===== src/rtl/mem_wb_stage_pkg.sv =====
// Shared constants for the MEM/WB stage: writeback source select and load funct3 codes.
package mem_wb_stage_pkg;

    localparam logic [1:0] WB_ALU  = 2'b00;
    localparam logic [1:0] WB_LOAD = 2'b01;
    localparam logic [1:0] WB_PC4  = 2'b10;
    localparam logic [1:0] WB_IMM  = 2'b11;

    localparam logic [2:0] F3_LB  = 3'b000;
    localparam logic [2:0] F3_LH  = 3'b001;
    localparam logic [2:0] F3_LW  = 3'b010;
    localparam logic [2:0] F3_LBU = 3'b100;
    localparam logic [2:0] F3_LHU = 3'b101;

endpackage


===== src/rtl/mem_wb_stage_load_align.sv =====
// Combinational load extraction from an aligned memory word, with misalignment / bad-funct3 detection.
module load_align
    import mem_wb_stage_pkg::*;
(
    input  logic [31:0] rdata,
    input  logic [1:0]  offset,
    input  logic [2:0]  funct3,
    output logic [31:0] data,
    output logic        misaligned
);

    logic [7:0]  byte_sel;
    logic [15:0] half_sel;

    always_comb begin
        byte_sel = rdata[7:0];
        case (offset)
            2'd0: byte_sel = rdata[7:0];
            2'd1: byte_sel = rdata[15:8];
            2'd2: byte_sel = rdata[23:16];
            2'd3: byte_sel = rdata[31:24];
            default: byte_sel = rdata[7:0];
        endcase
        half_sel = offset[1] ? rdata[31:16] : rdata[15:0];
    end

    always_comb begin
        data       = 32'd0;
        misaligned = 1'b0;
        case (funct3)
            F3_LB:  data = {{24{byte_sel[7]}}, byte_sel};
            F3_LBU: data = {24'd0, byte_sel};
            F3_LH: begin
                data       = {{16{half_sel[15]}}, half_sel};
                misaligned = offset[0];
            end
            F3_LHU: begin
                data       = {16'd0, half_sel};
                misaligned = offset[0];
            end
            F3_LW: begin
                data       = rdata;
                misaligned = (offset != 2'd0);
            end
            default: misaligned = 1'b1;
        endcase
    end

endmodule


===== src/rtl/mem_wb_stage.sv =====
// MEM/WB pipeline slot: writeback mux, load alignment, fault flag and retired-instruction counter.
module mem_wb_stage
    import mem_wb_stage_pkg::*;
(
    input  logic        clk,
    input  logic        rst,
    input  logic        stall,
    input  logic        flush,
    input  logic        in_valid,
    input  logic        in_reg_write,
    input  logic [4:0]  in_rd,
    input  logic [1:0]  in_wb_sel,
    input  logic [2:0]  in_funct3,
    input  logic [31:0] in_alu_result,
    input  logic [31:0] in_mem_rdata,
    input  logic [31:0] in_pc_plus4,
    input  logic [31:0] in_imm,
    output logic [4:0]  Wt_addr,
    output logic [31:0] Wt_data,
    output logic        L_S,
    output logic        wb_valid,
    output logic        misaligned_load,
    output logic [63:0] instret
);

    logic [31:0] load_data;
    logic        load_fault;
    logic        misaligned;
    logic [31:0] wb_data;

    logic [4:0]  wt_addr_d,    wt_addr_q;
    logic [31:0] wt_data_d,    wt_data_q;
    logic        l_s_d,        l_s_q;
    logic        wb_valid_d,   wb_valid_q;
    logic        misaligned_d, misaligned_q;
    logic [63:0] instret_d,    instret_q;

    load_align u_load_align (
        .rdata      (in_mem_rdata),
        .offset     (in_alu_result[1:0]),
        .funct3     (in_funct3),
        .data       (load_data),
        .misaligned (load_fault)
    );

    // Alignment faults only matter when the load path is actually selected.
    assign misaligned = (in_wb_sel == WB_LOAD) && load_fault;

    always_comb begin
        wb_data = in_alu_result;
        case (in_wb_sel)
            WB_ALU:  wb_data = in_alu_result;
            WB_LOAD: wb_data = load_data;
            WB_PC4:  wb_data = in_pc_plus4;
            WB_IMM:  wb_data = in_imm;
            default: wb_data = in_alu_result;
        endcase
    end

    always_comb begin
        wt_addr_d    = wt_addr_q;
        wt_data_d    = wt_data_q;
        l_s_d        = l_s_q;
        wb_valid_d   = wb_valid_q;
        misaligned_d = misaligned_q;
        instret_d    = instret_q;
        if (flush) begin
            wt_addr_d    = 5'd0;
            wt_data_d    = 32'd0;
            l_s_d        = 1'b0;
            wb_valid_d   = 1'b0;
            misaligned_d = 1'b0;
        end else if (!stall) begin
            wt_addr_d    = in_rd;
            wt_data_d    = misaligned ? 32'd0 : wb_data;
            l_s_d        = in_valid && in_reg_write && (in_rd != 5'd0) && !misaligned;
            wb_valid_d   = in_valid;
            misaligned_d = in_valid && misaligned;
            if (in_valid && !misaligned)
                instret_d = instret_q + 64'd1;
        end
    end

    always_ff @(posedge clk) begin
        if (rst) begin
            wt_addr_q    <= 5'd0;
            wt_data_q    <= 32'd0;
            l_s_q        <= 1'b0;
            wb_valid_q   <= 1'b0;
            misaligned_q <= 1'b0;
            instret_q    <= 64'd0;
        end else begin
            wt_addr_q    <= wt_addr_d;
            wt_data_q    <= wt_data_d;
            l_s_q        <= l_s_d;
            wb_valid_q   <= wb_valid_d;
            misaligned_q <= misaligned_d;
            instret_q    <= instret_d;
        end
    end

    assign Wt_addr         = wt_addr_q;
    assign Wt_data         = wt_data_q;
    assign L_S             = l_s_q;
    assign wb_valid        = wb_valid_q;
    assign misaligned_load = misaligned_q;
    assign instret         = instret_q;

endmodule


===== config.mk =====
export PLATFORM = sky130hd
export DESIGN_NAME = mem_wb_stage
export DESIGN_NICKNAME = d
export VERILOG_FILES = /design/src/rtl/mem_wb_stage_pkg.sv /design/src/rtl/mem_wb_stage_load_align.sv /design/src/rtl/mem_wb_stage.sv
export SDC_FILE = /design/constraint.sdc
export NUM_CORES = 1
export LEC_CHECK = 0
export CAP_MARGIN = 25
export CORE_MARGIN = 10
export CORE_UTILIZATION = 43
export CTS_CLUSTER_SIZE = 28
export DETAILED_ROUTE_END_ITERATION = 10
export MAX_ROUTING_LAYER = met4
export PLACE_DENSITY = 0.88
export SETUP_SLACK_MARGIN = 0.4
export SYNTH_ARGS = -nofsm -noshare
export SYNTH_HDL_FRONTEND = slang
export SYNTH_SLANG_ARGS = --single-unit

===== constraint.sdc =====
create_clock -name clk -period 2.85 [get_ports clk]
set_input_delay 0.57 -clock clk [delete_from_list [all_inputs] [get_ports clk]]
set_output_delay 0.57 -clock clk [all_outputs]
set_load 0.01 [all_outputs]

-- Word level (Yosys, flattened, before mapping)
Index checks and enable logic that the tools add are counted.
- word-level logic and storage cells: 41
- bits of input ports: 144
- register bits after elaboration: 104
- output and inout port bits: 104
- bitwise logic cells: 2
- add/subtract/negate cells: 1
- mux-type cells: 6
- reductions and logical operators: 16
- equal/unequal tests: 10
- operators by type and width (cell ; number):
    $pmux 32 s5 ; 1
    $pmux 32 s4 ; 1
    $add 64x1->64 const B ; 1
    $mux 32 ; 1
    $pmux 8 s4 ; 1
    $mux 16 ; 1
    $eq 2x2->1 const B ; 4
    $eq 3x3->1 const B ; 2
    $logic_and 1x1->1 ; 6
    $reduce_or 2->1 ; 3
    $reduce_bool 5->1 ; 1
    $eq 2x1->1 const B ; 2
    $logic_not 2->1 ; 2
    $eq 3x1->1 const B ; 1
    $eq 3x2->1 const B ; 1
    $logic_not 3->1 ; 1
    $pmux 1 s3 ; 1
    $reduce_and 3->1 ; 1
    $not 1->1 ; 2
    $reduce_bool 2->1 ; 1
    $logic_not 1->1 ; 1

-- Longest topological paths before layout
- word-level depth: 7
- depth in mapped cells: 8
- depth with buffers taken out: 6

-- By module
A second synthesis with hierarchy kept.
- cell total of the unflattened synthesis: 781
- area, all modules: 6182.2 um^2
- by module, submodules not included (module ; cells each ; area an instance (um^2) ; sequential area each (um^2) ; times used):
    mem_wb_stage ; 665 ; 5380.2 ; 2082.0 ; 1
    load_align ; 116 ; 802.0 ; 0.0 ; 1

-- Worst setup path after synthesis
Ideal clock, no wire load.
- kind: in2reg
- start point: input in_funct3[0]
- end point: register instret_q[53], in the netlist instret[53]
- setup time: 0.070 ns
- stages: 7
- required time: 2.780 ns
- arrival: 2.393 ns
- path buffers: 2
- slack: 0.386 ns
- path through: clkbuf_1 nor4_1 nor3_1 or3_4 buf_6 or4_1 a21oi_1
- cells in the longest elaborated chain, start to end: 7
- elaborated cells between the ends (all ways): 12
- those cells by class: eq/ne: 4; mux: 1; reduce/logical: 7
- ends and longest elaborated chain (item ; line ; source):
    from (decl) ; mem_wb_stage.sv:13 ; input logic [2:0] in_funct3,
    $eq 3x1->1, or another cell as far along ; mem_wb_stage_load_align.sv:30 ; case (funct3)
    $reduce_or 2->1 (no source line) ; -- ;
    $pmux 1 s3 (*) ; mem_wb_stage_load_align.sv:30 ;
    $logic_and 1x1->1 (*) ; mem_wb_stage.sv:47 ; assign misaligned = (in_wb_sel == WB_LOAD) && load_fault;
    $logic_not 1->1 (*) ; mem_wb_stage.sv:79 ; if (in_valid && !misaligned)
    $logic_and 1x1->1 (*) ; mem_wb_stage.sv:79 ;
    $reduce_and 3->1 (no source line) (*) ; -- ;
    to (signal assigned) ; mem_wb_stage.sv:98 ; instret_q <= instret_d;
    to (decl) ; mem_wb_stage.sv:36 ; logic [63:0] instret_d, instret_q;
Mark *: on every way between the ends. The rest lies on a longest branch, timed or not.
A chain may end at the register's enable or synchronous reset.

-- Worst setup path after layout
- start point: input stall
- end point: register instret_q[43], in the netlist instret[43]
- cells in the longest elaborated chain, start to end: 2
- ends and longest elaborated chain (item ; line ; source):
    from (decl) ; mem_wb_stage.sv:7 ; input logic stall,
    $not 1->1 (no source line) ; -- ;
    $reduce_and 3->1 (no source line) ; -- ;
Every way passes these cells.

==> flow_summary.yaml <==
grt:
  grt_max_degree: 42
  grt.overflow.total: 0
  grt_pass1_wl_um: 35600
  grtUsageTotal_pct: 24.5
  grt_pass1_vias: 6379
  antenna_found_initial: 1
cts:
  clock-root-buffer: "clkbuf_16"
  htree_levels: 3
  cts_buffer_depth: 2
  path_clk_slew_ps: 80
  cts.sinks: 104
  cts_tree: "built"
  insertion_delay_ps: 360
  cts_made_buffers: 9
  ctsHoldBuffers: 0
power_and_ir_drop:
  seqPwrFrac_pct: 44.7
  intPower_w: 0.00248
  netSwitchingPower_w: 0.000843
  swShare_pct: 25.4
  cellPowerDensity_mw_per_mm2: 363
  irDropWorstVdd_mv: 0.362
  leakagePower_nw: 3.12
  combPwrFrac_pct: 17.2
  pwr-share-clk_pct: 38.1
  p_total_w: 0.00333
floorplanning:
  rows: 42
  pin_count: 248
  die_area_mm2: 0.0188
  die_x_um: 137
  start_util_pct: 44.2
  core_area_mm2: 0.0133
  chipHeight_um: 137
timing:
  maxSlewHeadroom_pct: 53.8
  min_period_ps: 2390
  report.final.slew_viol_count: 0
  min_period_over_period_pct: 83.7
  timing.fmax_mhz: 419
  tightest_slew_ps: 693
  hold_viol: 0
  finalSetupViolCount: 0
  rsz0062_at_grt: "true"
  skew_ps: 8.25
detailed_routing:
  drt_first_pass_iters: 5
  post_drt_wl_per_cell_um: 20.1
  vias: 6931
  drc: 0
  top_layer: "met4"
  dr_wl_met3_um: 1910
  wl_met1_um: 9920
  drt_wl_total_um: 24000
  drtIter0Drc: 768
  viasPerCell: 5.82
  wl_met2_um: 11600
  ant_nets: 0
critical_path:
  cp-startpoint: "stall"
  crit_type: "in2reg"
  arrival_ps: 2670
  cp-start-kind: "input port"
  end_kind: "flop"
  cp_slowest_stage_delay_ps: 500
  worstPathRequired_ps: 3140
  r2r_start: "instret[2]"
  critical_path_buf_inv_count: 2
  rr_worst_depth: 6
  r2r_slack_ps: 500
  cp_slowest_cell: "or4_4"
  reg2reg_to: "instret[43]"
  critPathMaxFanout: 9
  cp_cell_sequence: "dlygate4sd2_1, nand2b_4, or4_4, or3_4, clkbuf_4, or4_1, a21oi_1"
  crit_family: "simple AND/OR/NAND/NOR gates"
place:
  portBuffers: 247
  dpl.hpwl_um: 18500
  gp_congestion: 0.934
  placed_cell_area_mm2: 0.00871
  placed_cells: 1165
yosys:
  synth_area_mm2: 0.00590
  synthArstFlopShare_pct: 0
  ys_seq_elements: 104
  synth_nets: 896
  synth_cell_type_count: 47
  avgSynthCellArea_um2: 7.85
  yosys_warnings: 0
  synth-seq-area-share_pct: 35.3
  synth-edff-count: 0
  ys.flop_type: "dfxtp_1"
  syn_inst: 751
worst_hold_path:
  holdPathEnd: "Wt_data[20]"
  hold_depth: 2
  min-delay-start: "Wt_data[20]"
  worstHoldPathType: "reg2reg"
cells_and_area:
  syn2layout_area_growth_pct: 55.5
  fin_nets: 1154
  final_cell_mix: "clkdlybuf4s50_1 (239), dfxtp_1 (99), nor2_1 (86)"
  design_area_mm2: 0.00917
  final_layout_size_suffix_gt1_share_pct: 10.3
  final_cell_count_no_fill: 1191
  layout_commonest_cell: "clkdlybuf4s50_1"
status:
  status: "completed"
job:
  cap_violations: 0
==> worst register-to-register path, delay by kind of cell, from the launching register on <==
kind                   cells  cell delay [ps]
AOI/OAI and AO/OA          1              140
buffers and inverters      1              210
DFF                        1              390
and+or+nand+nor            4             1530
==> power by group through the flow <==
stage | Clock, W | Sequential [W] | Combinational [W]
finish | 0.00127 | 0.00149 | 0.000572
global route | 0.00135 | 0.00149 | 0.000606
CTS | 0.00129 | 0.00148 | 0.000562
detailed placement | 0 | 0.00152 | 0.000557
global placement | 0 | 0.00152 | 0.000551
floorplan | 0 | 0.00153 | 0.000206
==> sequential cells by signal, indices dropped and copies added, names as in the netlist <==
name             cells
L_S                  1
Wt_addr              5
instret             64
misaligned_load      1
wb_valid             1
Wt_data             32
==> final cells by class <==
type / count / area, um2
clock inverters: 6 / 66.3
inverters: 8 / 30.0
well taps: 176 / 220
clock buffers: 10 / 229
diodes: 1 / 2.50
repair buffers: 297 / 2880
flip-flops and latches: 104 / 2090
multi-input cells: 589 / 3650
fillers: 1147 / 4180
==> repair_timing <==
action                     4_1_cts  5_1_grt
resized for setup                4       23
pin swaps                        2        8
setup endpoints to repair       20       41
setup buffers                    1        8
==> stage by stage <==
step           setup WS, ps  hold WS [ps]  setup TNS [ps]  util (%)
2_1_floorplan           451           479               0         -
3_3_place_gp          -13.2           434           -38.9      65.3
3_5_place_dp          -69.8           441            -459      65.3
4_1_cts                 373           458               0      67.7
5_1_grt                 385           475               0      68.7
6_report                464           457               0      68.7
==> synthesized netlist by cell type (all sizes together) (6+ instances only) <==
cell type / instances / area (um2)
a211oi: 17 / 128
a21o: 8 / 60.1
a21oi: 69 / 345
a221oi: 9 / 78.8
a22oi: 16 / 120
and3: 7 / 43.8
and4: 8 / 70.1
clkbuf: 48 / 180
dfxtp: 104 / 2080
inv: 7 / 26.3
mux2i: 6 / 60.1
mux4: 10 / 225
nand2: 85 / 319
nand2b: 6 / 37.5
nand3: 21 / 110
nand4: 31 / 194
nor2: 87 / 327
nor2b: 22 / 138
nor3: 9 / 50.1
nor4: 8 / 50.1
o21ai: 38 / 190
o31ai: 48 / 360
or3: 10 / 67.6
or4: 28 / 214
xor2: 18 / 158
==> logic make-up after synthesis <==
group                      count (synthesis)  synth area share, %
DFF                                      104                 35.3
xor gates and xnor gates                  22                 3.27
buffers and inverters                     58                 3.84
adders and majority gates                  1                0.212
and+or+nand+nor                          336                 29.2
AOI/OAI and AO/OA                        209                 22.3
muxes                                     21                 5.79
==> how the worst max path moves through the flow <==
| stage | slack (ps) | cells past startpoint | to |
|---|---|---|---|
| 3_3_place_gp | -10 | 6 | instret[33] |
| 3_5_place_dp | -70 | 6 | instret[53] |
| 2_1_floorplan | 450 | 7 | instret[53] |
| 4_1_cts | 370 | 6 | instret[61] |
| 6_report | 460 | 7 | instret[43] |
| 5_1_grt | 390 | 6 | instret[58] |
==> per-layer routing <==
metal,vias to the layer above,track usage (%)
li1,3319,-
met1,3273,31.8
met4,0,5.91
met5,-,-
met2,303,37.8
met3,36,5.54
(Power assumes the default switching activity.)
